<file path="config.mk">
export PLATFORM = sky130hd
export DESIGN_NAME = hazard_unit_flat
export DESIGN_NICKNAME = d
export VERILOG_FILES = /design/src/rtl/mips_pkg.sv /design/src/rtl/hazard_unit_if.sv /design/src/rtl/mem_wait_fsm.sv /design/src/rtl/hazard_unit.sv /design/src/flat_wrapper.sv
export SDC_FILE = /design/constraint.sdc
export NUM_CORES = 1
export LEC_CHECK = 0
export CAP_MARGIN = 20
export CORE_MARGIN = 2
export CORE_UTILIZATION = 34
export CTS_CLUSTER_SIZE = 12
export DETAILED_ROUTE_END_ITERATION = 6
export HOLD_SLACK_MARGIN = 0.03
export PLACE_DENSITY = 0.8
export SYNTH_ARGS = -nofsm -noshare
export SYNTH_HDL_FRONTEND = slang
export SYNTH_SLANG_ARGS = --single-unit
</file>
<file path="constraint.sdc">
create_clock -name clka -period 2.5 [get_ports clka]
set_input_delay 0.5 -clock clka [delete_from_list [all_inputs] [get_ports clka]]
set_output_delay 0.5 -clock clka [all_outputs]
set_load 0.01 [all_outputs]
</file>
<file path="src/rtl/mips_pkg.sv">
// Shared definitions for the MIPS pipeline hazard logic.
// Holds forward-select codes, memory-wait FSM encoding and a register-match helper.
// No timing of its own: it contains only types, constants and a pure function.
package mips_pkg;

  // ALU operand source selects in E.
  localparam logic [1:0] FWD_RF  = 2'b00;  // register file value
  localparam logic [1:0] FWD_WB  = 2'b01;  // result being written back in W
  localparam logic [1:0] FWD_MEM = 2'b10;  // ALU result sitting in M

  typedef enum logic [1:0] {
    MW_IDLE = 2'b00,
    MW_WAIT = 2'b01,
    MW_ERR  = 2'b10
  } mw_state_e;

  // A producer matches a consumer only if it actually writes and the
  // register is not $zero, which is hardwired and never needs forwarding.
  function automatic logic reg_hit(input logic [4:0] src, input logic [4:0] dst,
                                   input logic we);
    return we && (src != 5'd0) && (src == dst);
  endfunction

endpackage

</file>
<file path="src/rtl/hazard_unit_if.sv">
// Bundle of per-stage control/register inputs and the hazard-resolution outputs.
// Purely wiring: no latency. The pipeline (master) drives the inputs, the
// hazard unit (slave) drives forward selects, stall/flush enables and counters.
interface hazard_unit_if;
  logic [4:0]  rsD, rtD, rsE, rtE;
  logic [4:0]  WriteRegE, WriteRegM, WriteRegW;
  logic        RegWriteE, RegWriteM, RegWriteW;
  logic        MemtoRegE, MemtoRegM;
  logic        BranchD, JumpD, PCSrcD;
  logic        MemReqM, mem_ready;

  logic [1:0]  ForwardAE, ForwardBE;
  logic        ForwardAD, ForwardBD;
  logic        StallF, StallD, StallE, StallM;
  logic        FlushD, FlushE, FlushW;
  logic        mem_timeout;
  logic [31:0] stall_cycles, flush_cycles;

  modport master (
    output rsD, rtD, rsE, rtE, WriteRegE, WriteRegM, WriteRegW,
           RegWriteE, RegWriteM, RegWriteW, MemtoRegE, MemtoRegM,
           BranchD, JumpD, PCSrcD, MemReqM, mem_ready,
    input  ForwardAE, ForwardBE, ForwardAD, ForwardBD,
           StallF, StallD, StallE, StallM, FlushD, FlushE, FlushW,
           mem_timeout, stall_cycles, flush_cycles
  );

  modport slave (
    input  rsD, rtD, rsE, rtE, WriteRegE, WriteRegM, WriteRegW,
           RegWriteE, RegWriteM, RegWriteW, MemtoRegE, MemtoRegM,
           BranchD, JumpD, PCSrcD, MemReqM, mem_ready,
    output ForwardAE, ForwardBE, ForwardAD, ForwardBD,
           StallF, StallD, StallE, StallM, FlushD, FlushE, FlushW,
           mem_timeout, stall_cycles, flush_cycles
  );
endinterface

</file>
<file path="src/rtl/mem_wait_fsm.sv">
// Data-memory wait tracker with a sticky timeout after MAX_WAIT missed cycles.
// memstall is combinational from inputs and state; state updates on clka.
// Stalls while an access is outstanding and forever once ERR is reached (until rst).
// Ports: clka, rst (async active-low), MemReqM, mem_ready -> memstall, mem_timeout.
module mem_wait_fsm
  import mips_pkg::*;
#(
  parameter int MAX_WAIT = 16
) (
  input  logic clka,
  input  logic rst,
  input  logic MemReqM,
  input  logic mem_ready,
  output logic memstall,
  output logic mem_timeout
);

  localparam int              CNT_W   = $clog2(MAX_WAIT + 1);
  localparam logic [CNT_W-1:0] MAX_CNT = CNT_W'(MAX_WAIT);

  mw_state_e        state_q, state_d;
  logic [CNT_W-1:0] wait_cnt_q, wait_cnt_d;
  logic [CNT_W-1:0] cnt_inc;
  logic             miss;

  always_comb begin
    state_d    = state_q;
    wait_cnt_d = wait_cnt_q;
    miss       = MemReqM && !mem_ready;
    cnt_inc    = wait_cnt_q + CNT_W'(1);
    case (state_q)
      MW_IDLE: begin
        // A hit in the first M cycle never leaves IDLE.
        if (miss) begin
          wait_cnt_d = CNT_W'(1);
          state_d    = (MAX_CNT <= CNT_W'(1)) ? MW_ERR : MW_WAIT;
        end
      end
      MW_WAIT: begin
        // Dropped request means the access was flushed; abandon the wait.
        if (!MemReqM || mem_ready) begin
          wait_cnt_d = '0;
          state_d    = MW_IDLE;
        end else begin
          wait_cnt_d = cnt_inc;
          if (cnt_inc >= MAX_CNT) state_d = MW_ERR;
        end
      end
      MW_ERR: begin
        state_d = MW_ERR;
      end
      default: begin
        wait_cnt_d = '0;
        state_d    = MW_IDLE;
      end
    endcase
  end

  always_ff @(posedge clka or negedge rst) begin
    if (!rst) begin
      state_q    <= MW_IDLE;
      wait_cnt_q <= '0;
    end else begin
      state_q    <= state_d;
      wait_cnt_q <= wait_cnt_d;
    end
  end

  assign mem_timeout = (state_q == MW_ERR);
  assign memstall    = miss || mem_timeout;

endmodule

</file>
<file path="src/rtl/hazard_unit.sv">
// Five-stage MIPS hazard resolver: forwarding selects, stall/flush enables, mem-wait FSM.
// Zero latency: all enables are combinational from inputs and FSM state; counters tick on clka.
// Memory stalls freeze F..M and bubble W; load-use/branch stalls freeze F/D and bubble E.
// Ports: clka, rst (async active-low), hz (hazard_unit_if.slave). Parameter MAX_WAIT.
// Optional HAZARD_PERF_CNT_EN adds saturating stall/flush cycle counters; otherwise they read 0.
module hazard_unit
  import mips_pkg::*;
#(
  parameter int MAX_WAIT = 16
) (
  input  logic          clka,
  input  logic          rst,
  hazard_unit_if.slave  hz
);

  logic memstall, mem_timeout;
  logic lwstall, branchstall;
  logic [1:0] fwd_ae, fwd_be;
  logic fwd_ad, fwd_bd;
  logic stall_f, stall_d, stall_e, stall_m;
  logic flush_d, flush_e, flush_w;

  mem_wait_fsm #(.MAX_WAIT(MAX_WAIT)) u_mem_wait (
    .clka        (clka),
    .rst         (rst),
    .MemReqM     (hz.MemReqM),
    .mem_ready   (hz.mem_ready),
    .memstall    (memstall),
    .mem_timeout (mem_timeout)
  );

  always_comb begin
    fwd_ae  = FWD_RF;
    fwd_be  = FWD_RF;
    fwd_ad  = 1'b0;
    fwd_bd  = 1'b0;
    stall_f = 1'b0;
    stall_d = 1'b0;
    stall_e = 1'b0;
    stall_m = 1'b0;
    flush_d = 1'b0;
    flush_e = 1'b0;
    flush_w = 1'b0;

    // Load result is not ready until W, so a dependent in D must wait a cycle.
    lwstall = hz.MemtoRegE &&
              (reg_hit(hz.rsD, hz.rtE, 1'b1) || reg_hit(hz.rtD, hz.rtE, 1'b1));
    // The D-stage comparator can only take forwarding from an M ALU result,
    // so an ALU producer in E or a load in M has to be waited out.
    branchstall = hz.BranchD &&
                  (reg_hit(hz.rsD, hz.WriteRegE, hz.RegWriteE) ||
                   reg_hit(hz.rtD, hz.WriteRegE, hz.RegWriteE) ||
                   reg_hit(hz.rsD, hz.WriteRegM, hz.MemtoRegM) ||
                   reg_hit(hz.rtD, hz.WriteRegM, hz.MemtoRegM));

    // Everything is forced quiet while reset is held, even forwards.
    if (rst) begin
      if (reg_hit(hz.rsE, hz.WriteRegM, hz.RegWriteM))      fwd_ae = FWD_MEM;
      else if (reg_hit(hz.rsE, hz.WriteRegW, hz.RegWriteW)) fwd_ae = FWD_WB;
      if (reg_hit(hz.rtE, hz.WriteRegM, hz.RegWriteM))      fwd_be = FWD_MEM;
      else if (reg_hit(hz.rtE, hz.WriteRegW, hz.RegWriteW)) fwd_be = FWD_WB;
      fwd_ad = reg_hit(hz.rsD, hz.WriteRegM, hz.RegWriteM);
      fwd_bd = reg_hit(hz.rtD, hz.WriteRegM, hz.RegWriteM);

      // Lower-priority hazards are simply deferred; they re-evaluate once
      // the higher-priority condition clears.
      if (memstall) begin
        stall_f = 1'b1;
        stall_d = 1'b1;
        stall_e = 1'b1;
        stall_m = 1'b1;
        flush_w = 1'b1;
      end else if (lwstall || branchstall) begin
        stall_f = 1'b1;
        stall_d = 1'b1;
        flush_e = 1'b1;
      end else if (hz.PCSrcD || hz.JumpD) begin
        flush_d = 1'b1;
      end
    end
  end

  assign hz.ForwardAE   = fwd_ae;
  assign hz.ForwardBE   = fwd_be;
  assign hz.ForwardAD   = fwd_ad;
  assign hz.ForwardBD   = fwd_bd;
  assign hz.StallF      = stall_f;
  assign hz.StallD      = stall_d;
  assign hz.StallE      = stall_e;
  assign hz.StallM      = stall_m;
  assign hz.FlushD      = flush_d;
  assign hz.FlushE      = flush_e;
  assign hz.FlushW      = flush_w;
  assign hz.mem_timeout = mem_timeout;

`ifdef HAZARD_PERF_CNT_EN
  logic [31:0] stall_cycles_q, stall_cycles_d;
  logic [31:0] flush_cycles_q, flush_cycles_d;

  always_comb begin
    stall_cycles_d = stall_cycles_q;
    flush_cycles_d = flush_cycles_q;
    if (stall_f && (stall_cycles_q != 32'hFFFF_FFFF))
      stall_cycles_d = stall_cycles_q + 32'd1;
    if ((flush_d || flush_e || flush_w) && (flush_cycles_q != 32'hFFFF_FFFF))
      flush_cycles_d = flush_cycles_q + 32'd1;
  end

  always_ff @(posedge clka or negedge rst) begin
    if (!rst) begin
      stall_cycles_q <= '0;
      flush_cycles_q <= '0;
    end else begin
      stall_cycles_q <= stall_cycles_d;
      flush_cycles_q <= flush_cycles_d;
    end
  end

  assign hz.stall_cycles = stall_cycles_q;
  assign hz.flush_cycles = flush_cycles_q;
`else
  assign hz.stall_cycles = 32'd0;
  assign hz.flush_cycles = 32'd0;
`endif

endmodule

</file>
<file path="src/flat_wrapper.sv">
// flat-port wrapper written by rule: the top's interface ports become plain ports
module hazard_unit_flat import mips_pkg::*;
#(
  parameter int MAX_WAIT = 16
)
  (clka, rst, hz_rsD, hz_rtD, hz_rsE, hz_rtE, hz_WriteRegE, hz_WriteRegM, hz_WriteRegW, hz_RegWriteE, hz_RegWriteM, hz_RegWriteW, hz_MemtoRegE, hz_MemtoRegM, hz_BranchD, hz_JumpD, hz_PCSrcD, hz_MemReqM, hz_mem_ready, hz_ForwardAE, hz_ForwardBE, hz_ForwardAD, hz_ForwardBD, hz_StallF, hz_StallD, hz_StallE, hz_StallM, hz_FlushD, hz_FlushE, hz_FlushW, hz_mem_timeout, hz_stall_cycles, hz_flush_cycles);
  hazard_unit_if hz_i ();
  input  logic clka;
  input  logic rst;
  input wire logic [$bits(hz_i.rsD)-1:0] hz_rsD;
  input wire logic [$bits(hz_i.rtD)-1:0] hz_rtD;
  input wire logic [$bits(hz_i.rsE)-1:0] hz_rsE;
  input wire logic [$bits(hz_i.rtE)-1:0] hz_rtE;
  input wire logic [$bits(hz_i.WriteRegE)-1:0] hz_WriteRegE;
  input wire logic [$bits(hz_i.WriteRegM)-1:0] hz_WriteRegM;
  input wire logic [$bits(hz_i.WriteRegW)-1:0] hz_WriteRegW;
  input wire logic [$bits(hz_i.RegWriteE)-1:0] hz_RegWriteE;
  input wire logic [$bits(hz_i.RegWriteM)-1:0] hz_RegWriteM;
  input wire logic [$bits(hz_i.RegWriteW)-1:0] hz_RegWriteW;
  input wire logic [$bits(hz_i.MemtoRegE)-1:0] hz_MemtoRegE;
  input wire logic [$bits(hz_i.MemtoRegM)-1:0] hz_MemtoRegM;
  input wire logic [$bits(hz_i.BranchD)-1:0] hz_BranchD;
  input wire logic [$bits(hz_i.JumpD)-1:0] hz_JumpD;
  input wire logic [$bits(hz_i.PCSrcD)-1:0] hz_PCSrcD;
  input wire logic [$bits(hz_i.MemReqM)-1:0] hz_MemReqM;
  input wire logic [$bits(hz_i.mem_ready)-1:0] hz_mem_ready;
  output wire logic [$bits(hz_i.ForwardAE)-1:0] hz_ForwardAE;
  output wire logic [$bits(hz_i.ForwardBE)-1:0] hz_ForwardBE;
  output wire logic [$bits(hz_i.ForwardAD)-1:0] hz_ForwardAD;
  output wire logic [$bits(hz_i.ForwardBD)-1:0] hz_ForwardBD;
  output wire logic [$bits(hz_i.StallF)-1:0] hz_StallF;
  output wire logic [$bits(hz_i.StallD)-1:0] hz_StallD;
  output wire logic [$bits(hz_i.StallE)-1:0] hz_StallE;
  output wire logic [$bits(hz_i.StallM)-1:0] hz_StallM;
  output wire logic [$bits(hz_i.FlushD)-1:0] hz_FlushD;
  output wire logic [$bits(hz_i.FlushE)-1:0] hz_FlushE;
  output wire logic [$bits(hz_i.FlushW)-1:0] hz_FlushW;
  output wire logic [$bits(hz_i.mem_timeout)-1:0] hz_mem_timeout;
  output wire logic [$bits(hz_i.stall_cycles)-1:0] hz_stall_cycles;
  output wire logic [$bits(hz_i.flush_cycles)-1:0] hz_flush_cycles;
  assign hz_i.rsD = hz_rsD;
  assign hz_i.rtD = hz_rtD;
  assign hz_i.rsE = hz_rsE;
  assign hz_i.rtE = hz_rtE;
  assign hz_i.WriteRegE = hz_WriteRegE;
  assign hz_i.WriteRegM = hz_WriteRegM;
  assign hz_i.WriteRegW = hz_WriteRegW;
  assign hz_i.RegWriteE = hz_RegWriteE;
  assign hz_i.RegWriteM = hz_RegWriteM;
  assign hz_i.RegWriteW = hz_RegWriteW;
  assign hz_i.MemtoRegE = hz_MemtoRegE;
  assign hz_i.MemtoRegM = hz_MemtoRegM;
  assign hz_i.BranchD = hz_BranchD;
  assign hz_i.JumpD = hz_JumpD;
  assign hz_i.PCSrcD = hz_PCSrcD;
  assign hz_i.MemReqM = hz_MemReqM;
  assign hz_i.mem_ready = hz_mem_ready;
  assign hz_ForwardAE = hz_i.ForwardAE;
  assign hz_ForwardBE = hz_i.ForwardBE;
  assign hz_ForwardAD = hz_i.ForwardAD;
  assign hz_ForwardBD = hz_i.ForwardBD;
  assign hz_StallF = hz_i.StallF;
  assign hz_StallD = hz_i.StallD;
  assign hz_StallE = hz_i.StallE;
  assign hz_StallM = hz_i.StallM;
  assign hz_FlushD = hz_i.FlushD;
  assign hz_FlushE = hz_i.FlushE;
  assign hz_FlushW = hz_i.FlushW;
  assign hz_mem_timeout = hz_i.mem_timeout;
  assign hz_stall_cycles = hz_i.stall_cycles;
  assign hz_flush_cycles = hz_i.flush_cycles;
  hazard_unit #(.MAX_WAIT(MAX_WAIT)) u_core (.clka(clka), .rst(rst), .hz(hz_i));
endmodule
</file>
Yosys cells after proc, flatten, opt, wreduce, memory -nomap -nowiden
Cells that the tools add are included.
{"block": "word_totals", "register_bits": 7, "inputBits": 47, "output_inout_bits": 78, "elab_cells": 87}
{"block": "op_classes", "n_addsub": 1, "magnitude_cmp": 1, "eq_ne": 14, "muxes": 26, "bitwise": 1, "n_reduce_logical": 42}
{"operator": "$eq A5 B5 Y1", "count": 10}
{"operator": "$logic_and A1 B1 Y1", "count": 25}
{"operator": "$reduce_bool A5 Y1", "count": 4}
{"operator": "$mux W1", "count": 15}
{"operator": "$pmux W5 S3", "count": 1}
{"operator": "$mux W2", "count": 7}
{"operator": "$mux W5", "count": 2}
{"operator": "$logic_or A1 B1 Y1", "count": 8}
{"operator": "$pmux W2 S3", "count": 1}
{"operator": "$add A5 B1 Y5 const B", "count": 1}
{"operator": "$ge A5 B5 Y1 const B", "count": 1}
{"operator": "$reduce_and A2 Y1", "count": 2}
{"operator": "$ne A3 B3 Y1 const B", "count": 1}
{"operator": "$eq A2 B1 Y1 const B", "count": 1}
{"operator": "$eq A2 B2 Y1 const B", "count": 1}
{"operator": "$logic_not A1 Y1", "count": 2}
{"operator": "$logic_not A2 Y1", "count": 1}
{"operator": "$ne A2 B2 Y1 const B", "count": 1}
{"operator": "$not A1 Y1", "count": 1}

Depth between registers and ports, before layout
Gate-level depths: netlist (run 1).
{"block": "depth", "depth_word": 11, "depth_mapped": 7, "depth_no_buf": 6}

Modules after synthesis
From an unflattened synthesis (run 1), not the netlist that was laid out.
{"block": "hier_totals", "cells_unflattened": 211, "area_unflattened_um2": 1674.1}
{"mod": "hazard_unit", "instances": 1, "cells_each": 174, "area_per_inst_um2": 1287.5, "seq_area_each_um2": 0.0}
{"mod": "mem_wait_fsm", "instances": 1, "cells_each": 37, "area_per_inst_um2": 386.6, "seq_area_each_um2": 175.2}

Worst setup path after synthesis (run 1)
Ideal clock, no wire load.
{"block": "synth_timing", "kind": "input-to-output", "start": "input port hz_rtD[1]", "end": "output port hz_StallF", "arrival_ps": 1837, "required_ps": 2000, "path_slack_ps": 163, "stages": 7, "path_buffers": 2, "path_cell_list": "clkbuf_1 -> xnor2_1 -> nand3_1 -> nor4_1 -> o211ai_2 -> a31oi_1 -> buf_4"}
{"block": "synth_via", "elab_chain_len": 11, "elab_cells_between_ends": 19, "classes_between": "eq/ne (3); mux (3); reduce/logical (13)"}
{"element": "start: declaration", "line_no": "flat_wrapper.sv:11", "rtl": "input wire logic [$bits(hz_i.rtD)-1:0] hz_rtD;"}
{"element": "$reduce_bool A5 Y1", "line_no": "mips_pkg.sv:21", "rtl": "return we && (src != 5'd0) && (src == dst);"}
{"element": "$logic_and A1 B1 Y1 (2 in a row)", "line_no": "mips_pkg.sv:21"}
{"element": "$logic_or A1 B1 Y1", "line_no": "hazard_unit.sv:51", "rtl": "(reg_hit(hz.rsD, hz.WriteRegE, hz.RegWriteE) ||"}
{"element": "$logic_or A1 B1 Y1", "line_no": "hazard_unit.sv:52", "rtl": "reg_hit(hz.rtD, hz.WriteRegE, hz.RegWriteE) ||"}
{"element": "$logic_or A1 B1 Y1", "line_no": "hazard_unit.sv:53", "rtl": "reg_hit(hz.rsD, hz.WriteRegM, hz.MemtoRegM) ||"}
{"element": "$logic_and A1 B1 Y1", "line_no": "hazard_unit.sv:50", "rtl": "branchstall = hz.BranchD &&"}
{"element": "$logic_or A1 B1 Y1 *", "line_no": "hazard_unit.sv:73", "rtl": "end else if (lwstall || branchstall) begin"}
{"element": "$mux W1 * (3 in a row)"}
{"element": "end: declaration", "line_no": "flat_wrapper.sv:31", "rtl": "output wire logic [$bits(hz_i.StallF)-1:0] hz_StallF;"}
Mark *: on every way between the ends. The rest lies on a longest branch, timed or not.

Final worst setup path (run 1)
{"block": "layout_timing", "start": "input port hz_rtD[2]", "end": "output port hz_StallF"}
{"block": "layout_via", "elab_chain_len": 11, "elab_cells_between_ends": 19, "classes_between": "eq/ne (3); mux (3); reduce/logical (13)"}
{"element": "$reduce_bool A5 Y1", "line_no": "mips_pkg.sv:21"}
{"element": "$logic_and A1 B1 Y1 (2 in a row)", "line_no": "mips_pkg.sv:21"}
{"element": "$logic_or A1 B1 Y1", "line_no": "hazard_unit.sv:51"}
{"element": "$logic_or A1 B1 Y1", "line_no": "hazard_unit.sv:52"}
{"element": "$logic_or A1 B1 Y1", "line_no": "hazard_unit.sv:53"}
{"element": "$logic_and A1 B1 Y1", "line_no": "hazard_unit.sv:50"}
{"element": "$logic_or A1 B1 Y1 *", "line_no": "hazard_unit.sv:73"}
{"element": "$mux W1 *", "line_no": "hazard_unit.sv:73"}
{"element": "$mux W1 *", "line_no": "hazard_unit.sv:67", "rtl": "if (memstall) begin"}
{"element": "$mux W1 *", "line_no": "hazard_unit.sv:57", "rtl": "if (rst) begin"}
Marks and branches as above.

==> metrics.txt, run 1 <==
# diodes 0; most frequent cells in the layout conb_1, buf_4, xnor2_1, dlygate4sd2_1, clkdlybuf4s50_1; row count 25; number of global-route vias before repair between 1000 and 1500; critical path startpoint category input pin; met3 routed WL ~240 um; Port-buffer cells 60; DR WL/cell between 10 and 15 um; fmax slightly above 400 MHz; setup ws final 45.55 ps; Int Pwr ~0.00039 W; Top FF cell, synth dfrtp_1; antenna-violating nets left 0; GP Congestion 0.8970; DP Wirelength between 3000 and 4000 um; CP endpoint kind output pin; hold_ws around 500 ps; Max Cap Viol 0; Yosys top cell area share a little under a third; synth top area cells buf_4, xnor2_1, dfrtp_1; WS Path Type input pin to output pin; DRC 0; period utilisation layout 98.18%; initial core utilization around a third; Core Area around 4700 sq um; min Tclk post-route 2454 ps; initial antenna violation count 0; async set-reset flop share out of synthesis 100.0%; RSZ-0062 raised after global routing true; FF-to-FF setup slack approximately 1000 ps; combinational share of power 54.5%; P&R area growth vs syn 48.45%; CTS Buf Count 3; Finish-stage setup viols 0; CTS tree yes; Worst-Skew Late Latency roughly 230 ps; Worst Path Max Fanout 4; Final Hold Violating Endpoints 0; Worst-path clk slew ~50 ps; final wirelength ~4400 um; M1 WL 1805 um; switching share of total power around 38%; Worst Path Required 2000 ps; PwrDens approximately 260 nW/um^2; Slew Viols, Final 0; routed via count 1528; Post-Syn Area 1612 sq um; die height 72.85 um; cell count after synthesis ~210; Max-slew headroom a little under three fifths; Sink Count 7; CTS Hold Bufs 0; DR vias/cell 4.329; Seq pwr share between 10% and 20%; cell taking the most area after synthesis buf_4; Ys Warns 0; largest net degree at the start of global routing 9; overall power 0.0006248 W; Fill cells approximately 450; Critical Path AT a little under 2000 ps; outcome finished, final reports clean; Net Sw Power 0.0002345 W; GR Util All Layers 16.30%; Worst Skew around 8.7 ps; Die Wd between 70 and 80 um; Distinct cells, synth 36; met2 wire len between 2000 and 2500 um; Pre-antenna DRT Iters 4; I/O pin cnt around 130; Synth Area per Inst between 7 and 8 sq um; initial DRC count 38; pre-CTS WS -845.9 ps; most common cell after layout, fill and taps aside conb_1; synthesized flop and latch total 7; nets around 350; Clock Power Share between 20% and 30%; first-pass GRT wire length 6782 um; Seq/Total Area, Yosys roughly 11%; static leakage roughly 1.2 nW; die area between 5000 and 6000 sq um; H-tree Lvls 1; CTS root buffer clkbuf_8; worst hold path type flop to flop; highest metal used met4; clk buf depth 2; number of flops mapped to enable cells by yosys 0; GRT overflow 0; Peak VDD IR ~0.00011 V; share of layout cells above drive strength 1 28.76%; Worst Tran Pin Value roughly 640 ps
==> metrics by stage <==
stage / area, sq um / cells / util [%] / setup TNS (ps)
floorplan: 1848 / 272 / - / 0
global placement: 2253 / 347 / 48.35 / -5900
detailed placement: 2253 / 347 / 48.35 / -6556
CTS: 2320 / 352 / 49.77 / -25.82
global route: 2392 / 353 / 51.33 / -66.47
finish: 2392 / 353 / 51.33 / 0
==> cells by family (layout without fill, tap and decap cells) <==
group                      count (synthesis)  after routing  synth area share, %
xor gates and xnor gates                  51             51                27.72
and+or+nand+nor                           53             53                18.95
AOI/OAI and AO/OA                         16             16                6.599
muxes                                      1              1               0.6211
buffers and inverters                     79            106                34.24
DFF                                        7              7                10.87
adders and majority gates                  1              1               0.7763
other                                      1             64               0.2327
==> layer usage <==
layer,track usage [%],vias to the layer above
met5,0,-
met3,1.796,3
met2,29.80,74
li1,-,749
met1,20.39,702
met4,3.704,0
==> registers in the layout, indices dropped and copies added, names as in the netlist <==
register and cells:
u_core.u_mem_wait.state_q 2, u_core.u_mem_wait.wait_cnt_q 5
==> cell usage after synthesis (2+ instances only) <==
library cell / number
xor2_1: 12
nor2_2: 2
clkbuf_1: 6
xnor2_1: 39
and2_1: 3
buf_2: 2
dfrtp_1: 7
and3_1: 2
nor4_1: 8
or4_1: 2
o211ai_1: 3
nand3_1: 10
nand4_1: 6
inv_1: 3
o21ai_0: 5
nor2_1: 6
buf_4: 67
nand2_1: 7
or4_4: 2
==> what timing repair did <==
item,in CTS,in global routing
setup endpoints to repair,13,9
resized for setup,106,23
buffers inserted,1,1
pin swaps,21,21
==> worst paths after layout <==
| path | startpoint | end | cells past startpoint |
|---|---|---|---|
| max in group asynchronous | rst | u_core.u_mem_wait.state_q[0] | 3 |
| min | u_core.u_mem_wait.wait_cnt_q[3] | u_core.u_mem_wait.wait_cnt_q[3] | 1 |
| max | hz_rtD[2] | hz_StallF | 7 |
| min reg2reg | u_core.u_mem_wait.wait_cnt_q[3] | u_core.u_mem_wait.wait_cnt_q[3] | 1 |
| max reg2reg | u_core.u_mem_wait.state_q[1] | u_core.u_mem_wait.wait_cnt_q[3] | 4 |
| min in group asynchronous | rst | u_core.u_mem_wait.wait_cnt_q[4] | 3 |
==> critical path: stages <==
cell	delay [ps]
buf_2	130
or4_4	500
o211ai_1	220
o22ai_2	150
a21oi_2	160
a31oi_1	120
buf_2	170
==> power groups by stage <==
stage | logic (W) | clock network [W] | registers, W
global route | 0.000374 | 0.000170 | 0.000123
finish | 0.000341 | 0.000162 | 0.000122
global placement | 0.000323 | 0 | 0.000123
CTS | 0.000326 | 0.000164 | 0.000122
detailed placement | 0.000330 | 0 | 0.000124
floorplan | 0.000235 | 0 | 0.000123
==> final cells by class <==
class / count / area (sq um) / area share [%]
clock buffer: 3 / 41.29 / 1.726
clock inverter: 1 / 5.005 / 0.2092
inverter: 3 / 11.26 / 0.4707
multi-input combinational: 186 / 1270 / 53.09
sequential: 7 / 175.2 / 7.322
tap: 54 / 67.56 / 2.824
timing repair buffer: 99 / 822.0 / 34.36
(Power assumes the default switching activity.)
==> inputs of run 2 (changes only) <==
CORE_UTILIZATION = 35   (was 34)
CTS_BUF_LIST = sky130_fd_sc_hd__clkbuf_4 sky130_fd_sc_hd__clkbuf_8   (was default)
PLACE_DENSITY = 0.82   (was 0.8)
clock period = 2.4 ns   (was 2.5 ns; I/O delays follow)
==> run 2 against run 1 <==
Against the previous run:
- the flow now finishes with violations (setup timing)
- routed wire length is 0.80% higher
- cell area is 3.2% lower
- power is 4.8% higher
- clock-buffer cell count is 1 higher
- final cell count is 1.4% lower
- die area is 2.7% lower
- via count is 0.39% higher
- register-to-register slack better by 140 ps
- critical path type unchanged
- largest cell class unchanged
==> metrics.txt, run 2 (same netlist as run 1, synthesis figures left out) <==
Die Wd 71.86 um (-1.4%); final wirelength 4432 um (+0.80%); most common cell after layout, fill and taps aside conb_1; Max Cap Viol 0 (unchanged); routed via count 1534 (+0.39%); top flop regs u_core.u_mem_wait.wait_cnt_q (5), u_core.u_mem_wait.state_q (2); nets 345 (-0.86%); Worst Path Required 1920 ps (-80 ps); Biggest register u_core.u_mem_wait.wait_cnt_q; worst hold path type input pin to async pin; initial antenna violation count 0 (unchanged); Worst Skew 1.240 ps (-7.468 ps); overall power 0.0006550 W (+4.8%); GP Congestion 0.9153 (+2.0%); Peak VDD IR 0.0001226 V (+15%); Critical Path AT 1940 ps (about the same); CTS root buffer clkbuf_8; share of layout cells above drive strength 1 29.39% (+0.63 points); Finish-stage setup viols 2 (+2); WS Path Type input pin to output pin; initial DRC count 26 (-32%); GRT overflow 0 (unchanged); setup ws final -19.17 ps (-64.72 ps); first-pass GRT wire length 6879 um (+1.4%); antenna-violating nets left 0 (unchanged); FF-to-FF setup slack 1160 ps (+140 ps); CTS Buf Count 3 (unchanged); row count 24 (-4.0%); PwrDens 282.8 nW/um^2 (+8.3%); Pre-antenna DRT Iters 4 (unchanged); worst r2r src u_core.u_mem_wait.wait_cnt_q[0]; Sink Count 7 (unchanged); failing checks setup timing; CTS tree yes; outcome finished with violations; DR vias/cell 4.408 (+1.8%); largest net degree at the start of global routing 11 (+2); hold_ws 424.1 ps (-72.84 ps); max reg flops 5 (unchanged); most frequent cells in the layout conb_1, xnor2_1, buf_4, dlygate4sd2_1, buf_2; GR Util All Layers 16.51% (+0.21 points); die height 71.86 um (-1.4%); RSZ-0062 raised after global routing true; static leakage 1.096 nW (-5.1%); DR WL/cell 12.74 um (+2.2%); critical path startpoint category input pin; worst reg-to-reg path cell count 6 (+2); Core Area 4384 sq um (-5.9%); Worst-Skew Late Latency 230 ps (about the same); DRC 0 (unchanged); clk buf depth 2 (unchanged); R2R Path End u_core.u_mem_wait.state_q[1]; period utilisation layout 100.8%; Port-buffer cells 60 (unchanged); P&R area growth vs syn 43.71%; fmax between 400 and 500 MHz; # diodes 0 (unchanged); DP Wirelength 3569 um (-1.5%); Slew Viols, Final 0 (unchanged); min Tclk post-route ~2400 ps; die area 5163 sq um (-2.7%); H-tree Lvls 1 (unchanged); number of global-route vias before repair 1488 (+5.2%); Worst-path clk slew 40 ps (about the same); initial core utilization 36.76% (+2.2 points); CP endpoint kind output pin; Final Hold Violating Endpoints 0 (unchanged); pre-CTS WS -829.5 ps (+16.41 ps); I/O pin cnt 125 (unchanged); Worst Path Max Fanout 3 (-1)
==> run 2: cell types whose count changed in the layout (fill, tap and decap cells not counted), sizes merged <==
cell / change
dlymetal6s2s: -4
buf: +2
clkdlybuf4s15: +2
clkbuf: -1
clkdlybuf4s50: -1
clkinv: -1
==> run 2: cell type report <==
type / instances / area (sq um)
fill: 423 / 2068
timing repair buffer: 96 / 770.7
tap: 52 / 65.06
inverter: 3 / 11.26
multi-input combinational: 186 / 1245
clock buffer: 4 / 48.80
sequential: 7 / 175.2
==> run 2: timing repair <==
item / CTS / global route
gates resized for setup: 135 / 7
pin swaps: 31 / 9
hold buffers: 0 / 0
buffers inserted: 1 / 2
endpoints found under the setup margin: 13 / 6
==> run 2: through the flow <==
| step | area [sq um] | util, % | instances | setup TNS, ps |
|---|---|---|---|---|
| global route | 2316 | 52.83 | 348 | -486.2 |
| CTS | 2275 | 51.88 | 346 | 0 |
| finish | 2316 | 52.83 | 348 | -32.91 |
| global placement | 2221 | 50.66 | 341 | -6527 |
| detailed placement | 2221 | 50.66 | 341 | -6951 |
| floorplan | 1848 | - | 272 | 0 |
==> run 2: worst max-delay path by stage <==
stage	slack, ps	depth (start not counted)	to	from
floorplan	100	7	hz_StallF	hz_rtD[1]
global placement	-740	7	hz_FlushE	hz_WriteRegM[4]
detailed placement	-830	7	hz_StallF	hz_rtD[1]
CTS	1	7	hz_FlushE	hz_WriteRegM[0]
global route	-120	7	hz_FlushE	hz_WriteRegM[0]
finish	-20	7	hz_FlushE	hz_WriteRegM[0]
==> run 2: report_power, final <==
| part | internal [W] | switching (W) | total, W |
|---|---|---|---|
| Clock | 0.000127 | 0.0000558 | 0.000183 |
| Sequential | 0.000123 | 0.00000532 | 0.000129 |
| Combinational | 0.000164 | 0.000180 | 0.000344 |
==> run 2: worst max-delay path, cell delays in order <==
cell and delay, ps:
clkdlybuf4s15_1 250, xnor2_1 180, nand3_1 150, nor4_4 320, o211ai_2 140, a311oi_2 250
buf_2 170
==> run 2: metal layers <==
metal	share of wire [%]	vias up	wire, um	global-route usage, %
met3	6.6	11	294	2.110
met4	2.1	0	95	6.499
met2	52	75	2285	29.12
met5	0	-	0	0
met1	40	703	1755	20.24
li1	-	745	-	-
==> inputs of run 3 (changes only) <==
CAP_MARGIN = default   (was 20)
MAX_ROUTING_LAYER = met4   (was default)
==> run 3 against run 2 <==
Against the previous run:
- the run still ends with setup timing left
- first-iteration DRC count increased by 12%
- worst setup slack unchanged
- hold slack unchanged
- combinational power about the same
- power about the same
- clock-buffer cell count unchanged
- sequential share of layout area unchanged
- non-clock buffer count unchanged
- cell area unchanged
- largest cell class unchanged
- largest power group unchanged
- highest routed layer unchanged
==> metrics.txt, run 3 (same netlist as run 1, synthesis figures left out) <==
Slew Viols, Final 0 (unchanged); die height 71.86 um (unchanged); period utilisation layout 100.8% (unchanged); Max Cap Viol 0 (unchanged); largest net degree at the start of global routing 11 (unchanged); initial antenna violation count 0 (unchanged); Multi-input gate area 1245 sq um (unchanged); Crit path largest cell delay 320 ps (about the same); H-tree Lvls 1 (unchanged); Crit path max-delay family simple AND/OR/NAND/NOR gates; CTS tree yes; final instance count without filler cells 348 (unchanged); CP endpoint kind output pin; Final Hold Violating Endpoints 0 (unchanged); Worst Path Max Fanout 3 (unchanged); Core Area 4384 sq um (unchanged); critical path startpoint category input pin; setup ws final -19.17 ps (unchanged); CTS root buffer clkbuf_8; row count 24 (unchanged); DRC 0 (unchanged); Worst Path Required 1920 ps (about the same); PwrDens 282.8 nW/um^2 (about the same); R2R Path End u_core.u_mem_wait.state_q[1]; Sink Count 7 (unchanged); initial core utilization 36.76% (unchanged); worst hold path type input pin to async pin; die area 5163 sq um (unchanged); share of layout cells above drive strength 1 29.39% (unchanged); Worst Path Buf+Inv 2 (unchanged); Biggest register u_core.u_mem_wait.wait_cnt_q; worst reg-to-reg path cell count 6 (unchanged); FF-to-FF setup slack 1160 ps (about the same); most common cell after layout, fill and taps aside conb_1; RSZ-0062 raised after global routing true; CTS Hold Bufs 0 (unchanged); fmax 413.4 MHz (unchanged); final wirelength 4431 um (about the same); Worst Setup SP hz_WriteRegM[0]; initial DRC count 29 (+12%); routed via count 1534 (unchanged); Fill cells 423 (unchanged); GRT overflow 0 (unchanged); CTS Buf Count 3 (unchanged); I/O pin cnt 125 (unchanged); antenna-violating nets left 0 (unchanged); failing checks setup timing; min Tclk post-route 2419 ps (unchanged); fin util 52.83% (unchanged); DR vias/cell 4.408 (unchanged); top flop regs u_core.u_mem_wait.wait_cnt_q (5), u_core.u_mem_wait.state_q (2); critical path's slowest cell nor4_4; static leakage 1.096 nW (unchanged); GR Util All Layers 17.00% (+0.49 points); Worst Skew 1.240 ps (unchanged); nets 345 (unchanged); DP Cell Count 341 (unchanged); clk buf depth 2 (unchanged); Die Wd 71.86 um (unchanged); max reg flops 5 (unchanged); Pre-antenna DRT Iters 4 (unchanged); number of global-route vias before repair 1488 (unchanged); P&R area growth vs syn 43.71% (unchanged); DP Wirelength 3569 um (unchanged); Peak VDD IR 0.0001226 V (unchanged); WS Path Type input pin to output pin; # diodes 0 (unchanged); Port-buffer cells 60 (unchanged); outcome finished with violations; worst r2r src u_core.u_mem_wait.wait_cnt_q[0]; Worst-Skew Late Latency 230 ps (about the same); DR WL/cell 12.73 um (about the same); most frequent cells in the layout conb_1, xnor2_1, buf_4, dlygate4sd2_1, buf_2; CP Cell Sequence clkdlybuf4s15_1 > xnor2_1 > nand3_1 > nor4_4 > o211ai_2 > a311oi_2 > buf_2; Worst-path clk slew 40 ps (about the same); first-pass GRT wire length 6879 um (unchanged); Critical Path AT 1940 ps (about the same); Finish-stage setup viols 2 (unchanged); GP Congestion 0.9313 (+1.7%); register area 175.2 sq um (unchanged)
run 3: worst max path at each step:
stage | to | slack, ps | cells past startpoint
5_1_grt | hz_FlushE | -120 | 7
3_3_place_gp | hz_FlushE | -740 | 7
4_1_cts | hz_FlushE | 1 | 7
6_report | hz_FlushE | -20 | 7
2_1_floorplan | hz_StallF | 100 | 7
3_5_place_dp | hz_StallF | -830 | 7
run 3: layer usage:
metal	global-route usage, %	routed length (um)
met1	20.41	1768
met2	29.12	2285
met3	1.828	282
met4	6.499	95
met5	-	0
run 3: through the flow:
step           total power, W  TNS [ps]  worst slack [ps]  instance area, sq um  hold slack [ps]
2_1_floorplan       0.0003727         0             103.0                  1848            184.4
3_3_place_gp        0.0004611     -6527            -744.4                  2221            468.4
3_5_place_dp        0.0004669     -6951            -829.5                  2221            480.1
4_1_cts             0.0006428         0             1.476                  2275            427.8
5_1_grt             0.0006968    -486.2            -123.6                  2316            451.9
6_report            0.0006550    -32.91            -19.17                  2316            424.1
run 3: final cells by class:
type,count,area share [%]
flip-flops and latches,7,7.563
repair buffers,96,33.28
well taps,52,2.809
clock buffers,4,2.107
inverters,3,0.4862
multi-input cells,186,53.75
run 3: repair_timing:
item,in CTS,in global routing
pin swaps,31,9
gates resized for setup,135,7
setup endpoints to repair,13,6
buffers inserted,1,2
run 3: report_power, final:
part	switching [W]	internal, W	total [W]
logic	0.000180	0.000164	0.000344
registers	0.00000532	0.000123	0.000129
clock network	0.0000558	0.000127	0.000183
total	0.000241	0.000414	0.000655
